==> src/rtl/wb_lsu_master_if.sv <==
// -----------------------------------------------------------------------------
// wb_lsu_master_if
// Wishbone pipelined-mode bus bundle between the load/store master and the
// data-memory responder.
//   master modport : drives o_wb_cyc/stb/we/addr/data/sel, receives
//                    i_wb_ack/stall/data
//   slave modport  : the mirror image, used by the responder side
// Parameter ADDR_W sets the byte-address width carried on o_wb_addr.
// -----------------------------------------------------------------------------
interface wb_lsu_master_if #(
  parameter int ADDR_W = 13
);
  logic              o_wb_cyc;
  logic              o_wb_stb;
  logic              o_wb_we;
  logic [ADDR_W-1:0] o_wb_addr;
  logic [31:0]       o_wb_data;
  logic [3:0]        o_wb_sel;
  logic              i_wb_ack;
  logic              i_wb_stall;
  logic [31:0]       i_wb_data;

  modport master (
    output o_wb_cyc, o_wb_stb, o_wb_we, o_wb_addr, o_wb_data, o_wb_sel,
    input  i_wb_ack, i_wb_stall, i_wb_data
  );

  modport slave (
    input  o_wb_cyc, o_wb_stb, o_wb_we, o_wb_addr, o_wb_data, o_wb_sel,
    output i_wb_ack, i_wb_stall, i_wb_data
  );
endinterface

==> src/rtl/wb_lsu_master.sv <==
// -----------------------------------------------------------------------------
// wb_lsu_master
// Turns one load/store request from the pipeline MEM stage into one
// single-beat Wishbone pipelined-mode bus cycle. Builds byte selects and
// lane-replicated store data, waits out stall/ack, and returns sign- or
// zero-extended load data with a one-cycle o_done pulse.
//
// Ports:
//   i_clk, i_rst       clock, synchronous active-high reset
//   i_req/i_we/i_funct3/i_addr/i_wdata   request from MEM stage (IDLE only)
//   o_busy             high whenever the FSM is not IDLE
//   o_done/o_err/o_rdata   completion pulse, error flag, extended load data
//   wb                 Wishbone master modport (wb_lsu_master_if)
//
// Optional feature: define WB_TIMEOUT_EN to abort a bus cycle that has not
// been acknowledged within TIMEOUT_CYCLES cycles (o_err=1, o_rdata=0).
// Without it the master waits for ack indefinitely.
// -----------------------------------------------------------------------------
module wb_lsu_master #(
  parameter int ADDR_W         = 13,
  parameter int TIMEOUT_CYCLES = 16
) (
  input  logic                  i_clk,
  input  logic                  i_rst,
  input  logic                  i_req,
  input  logic                  i_we,
  input  logic [2:0]            i_funct3,
  input  logic [31:0]           i_addr,
  input  logic [31:0]           i_wdata,
  output logic                  o_busy,
  output logic                  o_done,
  output logic                  o_err,
  output logic [31:0]           o_rdata,
  wb_lsu_master_if.master       wb
);

  typedef enum logic [1:0] {
    ST_IDLE = 2'd0,
    ST_REQ  = 2'd1,
    ST_WAIT = 2'd2,
    ST_DONE = 2'd3
  } state_t;

  state_t      state_r;
  logic        we_r;
  logic [2:0]  funct3_r;
  logic [1:0]  addr_lo_r;

  logic        req_legal_s;
  logic [3:0]  req_sel_s;
  logic [31:0] req_data_s;

  // Upper address bits are outside the responder's window.
  logic unused_addr_s;
  assign unused_addr_s = ^i_addr[31:ADDR_W];

  // Legal: B/BU any alignment, H/HU half-aligned, W word-aligned;
  // BU/HU exist only as loads.
  function automatic logic req_legal_f(input logic we, input logic [2:0] f3,
                                       input logic [1:0] a);
    case (f3)
      3'b000:  req_legal_f = 1'b1;
      3'b001:  req_legal_f = ~a[0];
      3'b010:  req_legal_f = (a == 2'b00);
      3'b100:  req_legal_f = ~we;
      3'b101:  req_legal_f = ~we & ~a[0];
      default: req_legal_f = 1'b0;
    endcase
  endfunction

  // f3[1:0] encodes the access size for both signed and unsigned forms.
  function automatic logic [3:0] lane_sel_f(input logic [2:0] f3,
                                            input logic [1:0] a);
    case (f3[1:0])
      2'b00:   lane_sel_f = 4'b0001 << a;
      2'b01:   lane_sel_f = 4'b0011 << {a[1], 1'b0};
      2'b10:   lane_sel_f = 4'b1111;
      default: lane_sel_f = 4'b0000;
    endcase
  endfunction

  function automatic logic [31:0] lane_data_f(input logic [2:0] f3,
                                              input logic [31:0] d);
    case (f3[1:0])
      2'b00:   lane_data_f = {4{d[7:0]}};
      2'b01:   lane_data_f = {2{d[15:0]}};
      default: lane_data_f = d;
    endcase
  endfunction

  function automatic logic [31:0] load_ext_f(input logic [2:0] f3,
                                             input logic [1:0] a,
                                             input logic [31:0] d);
    logic [31:0] lane_s;
    lane_s = d >> {a, 3'b000};
    case (f3)
      3'b000:  load_ext_f = {{24{lane_s[7]}}, lane_s[7:0]};
      3'b001:  load_ext_f = {{16{lane_s[15]}}, lane_s[15:0]};
      3'b010:  load_ext_f = lane_s;
      3'b100:  load_ext_f = {24'd0, lane_s[7:0]};
      3'b101:  load_ext_f = {16'd0, lane_s[15:0]};
      default: load_ext_f = 32'd0;
    endcase
  endfunction

  // Decode the incoming request: legality, byte selects, replicated data.
  always_comb begin
    req_legal_s = req_legal_f(i_we, i_funct3, i_addr[1:0]);
    req_sel_s   = lane_sel_f(i_funct3, i_addr[1:0]);
    req_data_s  = lane_data_f(i_funct3, i_wdata);
  end

`ifdef WB_TIMEOUT_EN
  localparam int TMO_W = $clog2(TIMEOUT_CYCLES + 1);
  logic [TMO_W-1:0] tmo_cnt_r;
  logic             tmo_hit_s;

  // Abort on the edge that would complete TIMEOUT_CYCLES cycles of waiting.
  always_comb begin
    tmo_hit_s = (tmo_cnt_r == TMO_W'(TIMEOUT_CYCLES - 1));
  end
`else
  localparam int unused_tmo_c = TIMEOUT_CYCLES;
`endif

  // Transaction FSM with all outputs registered.
  always_ff @(posedge i_clk) begin
    if (i_rst) begin
      state_r      <= ST_IDLE;
      we_r         <= 1'b0;
      funct3_r     <= 3'd0;
      addr_lo_r    <= 2'd0;
      o_busy       <= 1'b0;
      o_done       <= 1'b0;
      o_err        <= 1'b0;
      o_rdata      <= 32'd0;
      wb.o_wb_cyc  <= 1'b0;
      wb.o_wb_stb  <= 1'b0;
      wb.o_wb_we   <= 1'b0;
      wb.o_wb_addr <= {ADDR_W{1'b0}};
      wb.o_wb_data <= 32'd0;
      wb.o_wb_sel  <= 4'd0;
`ifdef WB_TIMEOUT_EN
      tmo_cnt_r    <= {TMO_W{1'b0}};
`endif
    end else begin
      case (state_r)
        ST_IDLE: begin
          o_done  <= 1'b0;
          o_err   <= 1'b0;
          o_rdata <= 32'd0;
          if (i_req) begin
            o_busy    <= 1'b1;
            we_r      <= i_we;
            funct3_r  <= i_funct3;
            addr_lo_r <= i_addr[1:0];
            if (req_legal_s) begin
              wb.o_wb_cyc  <= 1'b1;
              wb.o_wb_stb  <= 1'b1;
              wb.o_wb_we   <= i_we;
              wb.o_wb_addr <= i_addr[ADDR_W-1:0];
              wb.o_wb_data <= req_data_s;
              wb.o_wb_sel  <= req_sel_s;
`ifdef WB_TIMEOUT_EN
              tmo_cnt_r    <= {TMO_W{1'b0}};
`endif
              state_r      <= ST_REQ;
            end else begin
              // Illegal request completes immediately without touching the bus.
              o_done  <= 1'b1;
              o_err   <= 1'b1;
              state_r <= ST_DONE;
            end
          end else begin
            o_busy <= 1'b0;
          end
        end

        ST_REQ: begin
`ifdef WB_TIMEOUT_EN
          tmo_cnt_r <= tmo_cnt_r + TMO_W'(1'b1);
`endif
          // An ack while stalled belongs to nobody and is ignored.
          if (!wb.i_wb_stall && wb.i_wb_ack) begin
            wb.o_wb_cyc <= 1'b0;
            wb.o_wb_stb <= 1'b0;
            o_done      <= 1'b1;
            o_err       <= 1'b0;
            o_rdata     <= we_r ? 32'd0 : load_ext_f(funct3_r, addr_lo_r, wb.i_wb_data);
            state_r     <= ST_DONE;
          end
`ifdef WB_TIMEOUT_EN
          else if (tmo_hit_s) begin
            wb.o_wb_cyc <= 1'b0;
            wb.o_wb_stb <= 1'b0;
            o_done      <= 1'b1;
            o_err       <= 1'b1;
            o_rdata     <= 32'd0;
            state_r     <= ST_DONE;
          end
`endif
          else if (!wb.i_wb_stall) begin
            wb.o_wb_stb <= 1'b0;
            state_r     <= ST_WAIT;
          end else begin
            // Stalled: hold stb and every bus output.
            state_r <= ST_REQ;
          end
        end

        ST_WAIT: begin
`ifdef WB_TIMEOUT_EN
          tmo_cnt_r <= tmo_cnt_r + TMO_W'(1'b1);
`endif
          if (wb.i_wb_ack) begin
            wb.o_wb_cyc <= 1'b0;
            o_done      <= 1'b1;
            o_err       <= 1'b0;
            o_rdata     <= we_r ? 32'd0 : load_ext_f(funct3_r, addr_lo_r, wb.i_wb_data);
            state_r     <= ST_DONE;
          end
`ifdef WB_TIMEOUT_EN
          else if (tmo_hit_s) begin
            wb.o_wb_cyc <= 1'b0;
            o_done      <= 1'b1;
            o_err       <= 1'b1;
            o_rdata     <= 32'd0;
            state_r     <= ST_DONE;
          end
`endif
          else begin
            state_r <= ST_WAIT;
          end
        end

        ST_DONE: begin
          o_done  <= 1'b0;
          o_err   <= 1'b0;
          o_rdata <= 32'd0;
          o_busy  <= 1'b0;
          state_r <= ST_IDLE;
        end

        default: begin
          wb.o_wb_cyc <= 1'b0;
          wb.o_wb_stb <= 1'b0;
          o_done      <= 1'b0;
          o_err       <= 1'b0;
          o_busy      <= 1'b0;
          state_r     <= ST_IDLE;
        end
      endcase
    end
  end

endmodule

==> src/flat_wrapper.sv <==
// flat-port wrapper written by rule: the top's interface ports become plain ports
module wb_lsu_master_flat 
#(
  parameter int ADDR_W         = 13,
  parameter int TIMEOUT_CYCLES = 16
)
  (i_clk, i_rst, i_req, i_we, i_funct3, i_addr, i_wdata, o_busy, o_done, o_err, o_rdata, wb_o_wb_cyc, wb_o_wb_stb, wb_o_wb_we, wb_o_wb_addr, wb_o_wb_data, wb_o_wb_sel, wb_i_wb_ack, wb_i_wb_stall, wb_i_wb_data);
  wb_lsu_master_if #(.ADDR_W(ADDR_W)) wb_i ();
  input  logic i_clk;
  input  logic i_rst;
  input  logic i_req;
  input  logic i_we;
  input  logic [2:0] i_funct3;
  input  logic [31:0] i_addr;
  input  logic [31:0] i_wdata;
  output logic o_busy;
  output logic o_done;
  output logic o_err;
  output logic [31:0] o_rdata;
  output wire logic [$bits(wb_i.o_wb_cyc)-1:0] wb_o_wb_cyc;
  output wire logic [$bits(wb_i.o_wb_stb)-1:0] wb_o_wb_stb;
  output wire logic [$bits(wb_i.o_wb_we)-1:0] wb_o_wb_we;
  output wire logic [$bits(wb_i.o_wb_addr)-1:0] wb_o_wb_addr;
  output wire logic [$bits(wb_i.o_wb_data)-1:0] wb_o_wb_data;
  output wire logic [$bits(wb_i.o_wb_sel)-1:0] wb_o_wb_sel;
  input wire logic [$bits(wb_i.i_wb_ack)-1:0] wb_i_wb_ack;
  input wire logic [$bits(wb_i.i_wb_stall)-1:0] wb_i_wb_stall;
  input wire logic [$bits(wb_i.i_wb_data)-1:0] wb_i_wb_data;
  assign wb_o_wb_cyc = wb_i.o_wb_cyc;
  assign wb_o_wb_stb = wb_i.o_wb_stb;
  assign wb_o_wb_we = wb_i.o_wb_we;
  assign wb_o_wb_addr = wb_i.o_wb_addr;
  assign wb_o_wb_data = wb_i.o_wb_data;
  assign wb_o_wb_sel = wb_i.o_wb_sel;
  assign wb_i.i_wb_ack = wb_i_wb_ack;
  assign wb_i.i_wb_stall = wb_i_wb_stall;
  assign wb_i.i_wb_data = wb_i_wb_data;
  wb_lsu_master #(.ADDR_W(ADDR_W), .TIMEOUT_CYCLES(TIMEOUT_CYCLES)) u_core (.i_clk(i_clk), .i_rst(i_rst), .i_req(i_req), .i_we(i_we), .i_funct3(i_funct3), .i_addr(i_addr), .i_wdata(i_wdata), .o_busy(o_busy), .o_done(o_done), .o_err(o_err), .o_rdata(o_rdata), .wb(wb_i));
endmodule
==> config.mk <==
export PLATFORM = sky130hd
export DESIGN_NAME = wb_lsu_master_flat
export DESIGN_NICKNAME = d
export VERILOG_FILES = /design/src/rtl/wb_lsu_master_if.sv /design/src/rtl/wb_lsu_master.sv /design/src/flat_wrapper.sv
export SDC_FILE = /design/constraint.sdc
export NUM_CORES = 1
export LEC_CHECK = 0
export BUFFER_PORTS_ARGS = -buffer_cell sky130_fd_sc_hd__buf_2
export CAP_MARGIN = 5
export CORE_MARGIN = 3
export CORE_UTILIZATION = 50
export CTS_BUF_LIST = sky130_fd_sc_hd__clkbuf_16
export CTS_CLUSTER_SIZE = 8
export DETAILED_ROUTE_END_ITERATION = 8
export GPL_TIMING_DRIVEN = 0
export HOLD_SLACK_MARGIN = 0.02
export PLACE_DENSITY = 0.91
export SYNTH_ARGS = -nofsm -noshare
export SYNTH_HDL_FRONTEND = slang
export SYNTH_SLANG_ARGS = --single-unit
==> constraint.sdc <==
create_clock -name i_clk -period 4.7 [get_ports i_clk]
set_clock_uncertainty 0.2 [all_clocks]
set_input_delay 0.47 -clock i_clk [delete_from_list [all_inputs] [get_ports i_clk]]
set_output_delay 0.47 -clock i_clk [all_outputs]
set_load 0.02 [all_outputs]
==> results of run 1 <==
-- stage by stage --
step           utilization (%)  hold WS, ns
2_1_floorplan                -        0.232
3_3_place_gp              63.4        0.240
3_5_place_dp              63.4        0.245
4_1_cts                   66.9        0.149
5_1_grt                   66.9        0.157
6_report                  66.9        0.154
-- cells in the final DEF, fill, tap and decap left out, types with 2 or more instances in the layout --
cell and instances:
nand3b_1 5, nand2_1 131, o21ai_0 30, a211oi_1 16, buf_2 182, buf_6 2
mux2i_1 32, nor2_1 31, ha_1 5, dfxtp_1 95, o2111ai_1 7, a311oi_1 8
inv_1 5, o31ai_1 2, nand2b_1 6, a221oi_2 10, a221oi_1 16, clkbuf_1 26
clkbuf_16 9, o2bb2ai_1 7, mux2_2 8, a21oi_1 61, inv_8 2, buf_4 5
clkinv_4 2, a22oi_1 8, nor2b_1 3, buf_1 6
-- per-layer routing --
layer	global-route usage (%)	wire (um)	vias to the layer above
li1	-	-	2365
met1	35.1	6100	2313
met2	46.9	7020	275
met3	7.65	1490	31
met4	9.99	353	0
met5	0	0	-
-- final cells by class --
class	instances	area [um2]	share of cell area [%]
Multi-Input combinational cell	406	2490	41.9
Sequential cell	95	1900	32.0
Timing Repair Buffer	171	856	14.4
Buffer	50	235	3.95
Clock buffer	9	225	3.79
Tap cell	108	135	2.27
Clock inverter	7	86.3	1.45
Inverter	5	18.8	0.315
-- power breakdown --
group | switching (uW) | internal, uW | leakage [uW] | total, uW
clock network | 346 | 424 | 0.000150 | 770
logic | 835 | 436 | 0.00155 | 1270
registers | 105 | 959 | 0.000773 | 1060
total | 1290 | 1820 | 0.00248 | 3110
-- flip-flops by register name, indices dropped and copies added (netlist names), 2 cells and up --
signal / count
u_core.wb.o_wb_addr: 13
u_core.funct3_r: 3
u_core.state_r: 2
u_core.wb.o_wb_sel: 4
u_core.addr_lo_r: 2
u_core.wb.o_wb_data: 32
u_core.o_rdata: 32
-- cells by family after synthesis --
kind of cell               after synthesis  synth area share [%]
and+or+nand+nor                        188                  17.4
AOI/OAI and AO/OA                      172                  25.6
DFF                                     95                  40.9
buffers and inverters                   55                  5.47
muxes                                   41                  9.32
adders and majority gates                5                  1.35
-- critical path, delay by kind of cell, from the launching register on --
| family | cells | cell delay, ns |
|---|---|---|
| buffers and inverters | 4 | 0.90 |
| AOI/OAI and AO/OA | 2 | 0.32 |
| and+or+nand+nor | 2 | 0.28 |
| DFF | 1 | 0.39 |
| adders and majority gates | 1 | 0.27 |
-- worst min-delay path by stage --
stage	from	to	slack (ns)
after floorplan	u_core.we_r$_SDFFE_PP0P_	u_core.we_r$_SDFFE_PP0P_	0.23
after global placement	u_core.wb.o_wb_addr[11]$_SDFFE_PP0P_	u_core.wb.o_wb_addr[11]$_SDFFE_PP0P_	0.24
after detailed placement	u_core.o_rdata[7]$_SDFFE_PP0P_	u_core.o_rdata[7]$_SDFFE_PP0P_	0.25
after CTS	i_addr[3]	u_core.wb.o_wb_addr[3]$_SDFFE_PP0P_	0.15
after global routing	i_addr[5]	u_core.wb.o_wb_addr[5]$_SDFFE_PP0P_	0.16
final	i_addr[10]	u_core.wb.o_wb_addr[10]$_SDFFE_PP0P_	0.15
==> flow_metrics.tcl, run 1 <==
set metrics [dict create \
    run_status "finished, final reports clean" \
    cts.sink_count 95 \
    dr_wl_cell_um 17.6 \
    worst_ir_drop_vdd_mv 0.263 \
    grt_use_total_pct 28.2 \
    layout.filler_cells 776 \
    cts_made_buffers 9 \
    fp.coreArea_mm2 0.00889 \
    cp-end-kind "flip-flop" \
    maxSlewViolCount 0 \
    cell_area_after_placement_mm2 0.00564 \
    grt_antenna_before_repair 0 \
    n_antenna_cell 0 \
    drive_gt1_share_pct 30.4 \
    grt_first_pass_wirelength_um 23100 \
    hpwlAfterDp_um 11700 \
    antenna_left 0 \
    worstPathRequired_ns 4.77 \
    clock_latency_ns 0.35 \
    layout.cells.non_filler 851 \
    initial_utilization_pct 52.3 \
    hp-class "in2reg" \
    hold-path-cell-count 3 \
    synth_top_area_share_pct 40.9 \
    synth-warning-count 0 \
    worst_slack_at_placement_ns 2.32 \
    syn-mean-instance-area_um2 8.36 \
    final_critical_path_setup_slack_ns 2.27 \
    pin_count_of_the_biggest_net_entering_global_routing 19 \
    cp_slowest_stage_delay_ns 0.39 \
    regToRegSetupSlack_ns 2.27 \
    synth-seq-area-share_pct 40.9 \
    synth_common_cells "nand2_1, dfxtp_1, a21oi_1" \
    ratio_of_total_power_to_cell_area_mw_per_mm2 522 \
    layout_min_cycle_time_ns 2.43 \
    setup.worst_path.start "u_core.state_r[0]$_SDFFE_PP0N_" \
    worst_path_arrival_ns 2.50 \
    cts.repair_timing.setup_buffer_count 0 \
    final_routed_drc_violation_total 0 \
    top_level_ports 192 \
    power_leakage_uw 0.00248 \
    r2r.worst_path.cells 9 \
    wl_um 15000 \
    drt-pass1-iter-count 7 \
    drv.max_cap_violation_count 0 \
    rr_endpoint "u_core.wb.o_wb_data[5]$_SDFFE_PP0P_" \
    h-tree-depth 3 \
    yosysUniqueCellTypes 45 \
    final_instance_area_mm2 0.00595 \
    num-nets-final 848 \
    asyncSetResetFlopFracSynth_pct 0 \
    layout_worst_path_cycle_share_pct 51.8 \
    crit_chain "inv_1 -> ha_1 -> and2_1 -> clkbuf_1 -> o21ai_0 -> buf_2 -> buf_1 -> nand2_1 -> a21oi_1" \
    synth.largest_area_cell "dfxtp_1" \
    vias 4984 \
    crit_path_max_fanout 10 \
    edff_count_synth 0 \
    finalHoldViolCount 0 \
    timing.fmax_ghz 0.411 \
    max_slew.worst_pin.slew_ns 0.852 \
    synth_top_flop_cell "dfxtp_1" \
    cts.reportedPaths.clkPinSlew_ns 0.08 \
    drt_first_iter_violations 224 \
    grt_setup_unrepaired "false" \
    cts-root-to-sink-buffers 2 \
    grt_pass1_vias 4683 \
    p_total_uw 3110 \
    mappedNetlistNets 666 \
    place.detailed.instances 835 \
    ctsResizeCount 0 \
    rows 34 \
    overflow 0 \
    clock-root-buffer "clkbuf_16" \
    die_height_um 102 \
    cts_tree "built" \
    tns_ns 0 \
    capture_point_of_the_critical_path "u_core.wb.o_wb_data[5]$_SDFFE_PP0P_" \
    synth.top_cells.by_area "dfxtp_1, nand2_1, mux2i_1" \
    synthCells 556 \
    setup.worst_path.class "reg2reg" \
    vias_per_cell 5.86 \
    setup_viol 0 \
    worstReg2RegStart "u_core.state_r[0]$_SDFFE_PP0N_" \
    cts_hold_buffers 0 \
    cp_slowest_cell "dfxtp_1" \
    yosysMostFrequentCell "nand2_1" \
    placer_congestion 0.960 \
    dieWidth_um 102 \
    max-slew-margin-rel_pct 43.1 \
    crit_path_start_kind "flip-flop" \
    ys_ff_latch 95 \
    area_growth_syn_to_layout_pct 28.0 \
    netlist_area_mm2 0.00465 \
    portBuffers 171 \
    die_area_mm2 0.0105 \
]
Note: power is estimated with default switching activity, not from simulation.
==> run 2: changes to the inputs <==
--- a/config.mk
+++ b/config.mk
@@ -5,16 +5,17 @@
 export SDC_FILE = /design/constraint.sdc
 export NUM_CORES = 1
 export LEC_CHECK = 0
+export ABC_AREA = 1
 export BUFFER_PORTS_ARGS = -buffer_cell sky130_fd_sc_hd__buf_2
 export CAP_MARGIN = 5
 export CORE_MARGIN = 3
-export CORE_UTILIZATION = 50
+export CORE_UTILIZATION = 44
 export CTS_BUF_LIST = sky130_fd_sc_hd__clkbuf_16
 export CTS_CLUSTER_SIZE = 8
 export DETAILED_ROUTE_END_ITERATION = 8
 export GPL_TIMING_DRIVEN = 0
 export HOLD_SLACK_MARGIN = 0.02
-export PLACE_DENSITY = 0.91
+export PLACE_DENSITY = 0.85
 export SYNTH_ARGS = -nofsm -noshare
 export SYNTH_HDL_FRONTEND = slang
 export SYNTH_SLANG_ARGS = --single-unit
==> constraint.sdc (replaced) <==
create_clock -name i_clk -period 2 [get_ports i_clk]
set_clock_uncertainty 0.2 [all_clocks]
set_input_delay 0.2 -clock i_clk [delete_from_list [all_inputs] [get_ports i_clk]]
set_output_delay 0.2 -clock i_clk [all_outputs]
set_load 0.02 [all_outputs]
==> flow_metrics.tcl, run 2 <==
set metrics [dict create \
    finalHoldViolCount 0 \
    portBuffers 170 \
    cts-root-to-sink-buffers 2 \
    crit_path_start_kind "primary input" \
    synthCells 702 \
    grt_use_total_pct 25.0 \
    drt_first_iter_violations 406 \
    top_level_ports 192 \
    worst_path_arrival_ns 1.91 \
    cp-end-kind "flip-flop" \
    mappedNetlistNets 812 \
    placer_congestion 0.966 \
    setup_viol 0 \
    h-tree-depth 3 \
    rows 37 \
    cts.sink_count 95 \
    max-slew-margin-rel_pct 66.1 \
    dr_wl_cell_um 14.6 \
    setup.worst_path.class "in2reg" \
    asyncSetResetFlopFracSynth_pct 0 \
    synth_top_flop_cell "dfxtp_1" \
    clock_latency_ns 0.34 \
    cts_made_buffers 9 \
    die_area_mm2 0.0122 \
    run_status "finished, final reports clean" \
    wl_um 15500 \
    crit_path_max_fanout 10 \
    synth_top_area_share_pct 39.7 \
    final_routed_drc_violation_total 0 \
    overflow 0 \
    die_height_um 110 \
    most_frequent_standard_cell_in_the_layout_excluding_fill_and_tap_cells "nand2_1" \
    initial_utilization_pct 45.8 \
    ys_ff_latch 95 \
    antenna_left 0 \
    vias_per_cell 5.09 \
    yosysUniqueCellTypes 28 \
    timing.fmax_ghz 0.530 \
    ratio_of_total_power_to_cell_area_mw_per_mm2 936 \
    grt_setup_unrepaired "true" \
    yosysMostFrequentCell "nand2_1" \
    clock-root-buffer "clkbuf_16" \
    place.detailed.instances 1008 \
    synth-seq-area-share_pct 39.7 \
    tns_ns 0 \
    grt_pass1_vias 5117 \
    fp.coreArea_mm2 0.0105 \
    drive_gt1_share_pct 27.1 \
    dieWidth_um 110 \
    top_flop_regs "u_core.o_rdata x32, u_core.wb.o_wb_data x32, u_core.wb.o_wb_addr x13" \
    synth.largest_area_cell "dfxtp_1" \
    power_leakage_uw 0.00317 \
    netlist_area_mm2 0.00479 \
    hp-class "in2reg" \
    synth-warning-count 0 \
    max_slew.worst_pin.slew_ns 0.509 \
    edff_count_synth 0 \
    hpwlAfterDp_um 11300 \
    synth.top_cells.by_area "dfxtp_1, nand2_1, a21oi_1" \
    layout_worst_path_cycle_share_pct 94.3 \
    n_antenna_cell 0 \
    grt_antenna_before_repair 0 \
    worstPathRequired_ns 2.03 \
    syn-mean-instance-area_um2 6.82 \
    layout_min_cycle_time_ns 1.89 \
    drv.max_cap_violation_count 0 \
    worst_ir_drop_vdd_mv 0.416 \
    vias 5399 \
    pin_count_of_the_biggest_net_entering_global_routing 19 \
    p_total_uw 6090 \
    synth_common_cells "nand2_1, dfxtp_1, a21oi_1" \
    final_core_utilization_pct 62.2 \
    layout.cells.non_filler 1061 \
    holdWs_ns 0.0397 \
    grt_first_pass_wirelength_um 23900 \
    maxSlewViolCount 0 \
    cts_tree "built" \
    cts.reportedPaths.clkPinSlew_ns 0.07 \
    num-nets-final 1030 \
    drt-pass1-iter-count 5 \
    area_growth_syn_to_layout_pct 35.9 \
    layout.cells.most_common_list "nand2_1, buf_2, dfxtp_1" \
]
-- run 2: cell families after synthesis --
| group | count (synthesis) | synth area share (%) |
|---|---|---|
| DFF | 95 | 39.7 |
| adders and majority gates | 5 | 1.31 |
| AOI/OAI and AO/OA | 189 | 20.9 |
| and+or+nand+nor | 283 | 24.7 |
| buffers and inverters | 130 | 13.4 |
-- run 2: final cells by class --
class                           count  area, um2
Buffer                             44        320
Clock buffer                        9        225
Multi-Input combinational cell    478       2280
Sequential cell                    95       1900
Fill cell                        1003       3960
Clock inverter                      7       67.6
Inverter                           86        330
Timing Repair Buffer              206       1200
Tap cell                          136        170
-- run 2: worst max-delay path, stage by stage --
cell and delay, ns:
dlygate4sd3_1 0.56, buf_2 0.16, inv_1 0.08, nand2_1 0.06, o21ai_2 0.24, nand3_4 0.19, buf_6 0.19, o21ai_1 0.17
a21oi_1 0.06
-- run 2: metrics by stage --
step	cell area [um2]	worst slack, ns
6_report	6510	0.114
5_1_grt	6510	-0.0153
4_1_cts	6440	0.0161
3_5_place_dp	5810	-0.0302
3_3_place_gp	5810	0.00325
2_1_floorplan	4790	0.266
-- run 2: path summary, 6_finish.rpt --
path	startpoint	end	slack, ns	cells after the start
setup / recovery	i_addr[1]	u_core.wb.o_wb_data[27]$_SDFFE_PP0P_	0.11	9
hold reg to reg	u_core.wb.o_wb_data[0]$_SDFFE_PP0P_	u_core.wb.o_wb_data[0]$_SDFFE_PP0P_	0.24	2
setup reg to reg	u_core.state_r[1]$_SDFFE_PP0N_	u_core.o_rdata[28]$_SDFFE_PP0P_	0.12	10
hold / removal	i_wdata[19]	u_core.wb.o_wb_data[19]$_SDFFE_PP0P_	0.04	5
-- run 2: power breakdown --
part	switching, uW	internal [uW]	total, uW	leakage (uW)
Combinational	1350	820	2170	0.00225
Sequential	117	2120	2240	0.000776
Clock	809	874	1680	0.000139
-- run 2: routing by layer --
metal / global-route usage (%) / vias to the layer above / wire, um
met2: 42.2 / 275 / 7340
li1: - / 2696 / -
met3: 6.87 / 53 / 1360
met1: 29.0 / 2375 / 6160
met4: 12.5 / 0 / 600
met5: 0 / - / 0
-- run 2: what timing repair did --
action	CTS	global route
setup buffers	2	4
hold buffers	29	0
gates resized for setup	2	9
endpoints found under the hold margin	31	0
setup endpoints to repair	7	82
gates cloned	1	1
pin swaps	2	3
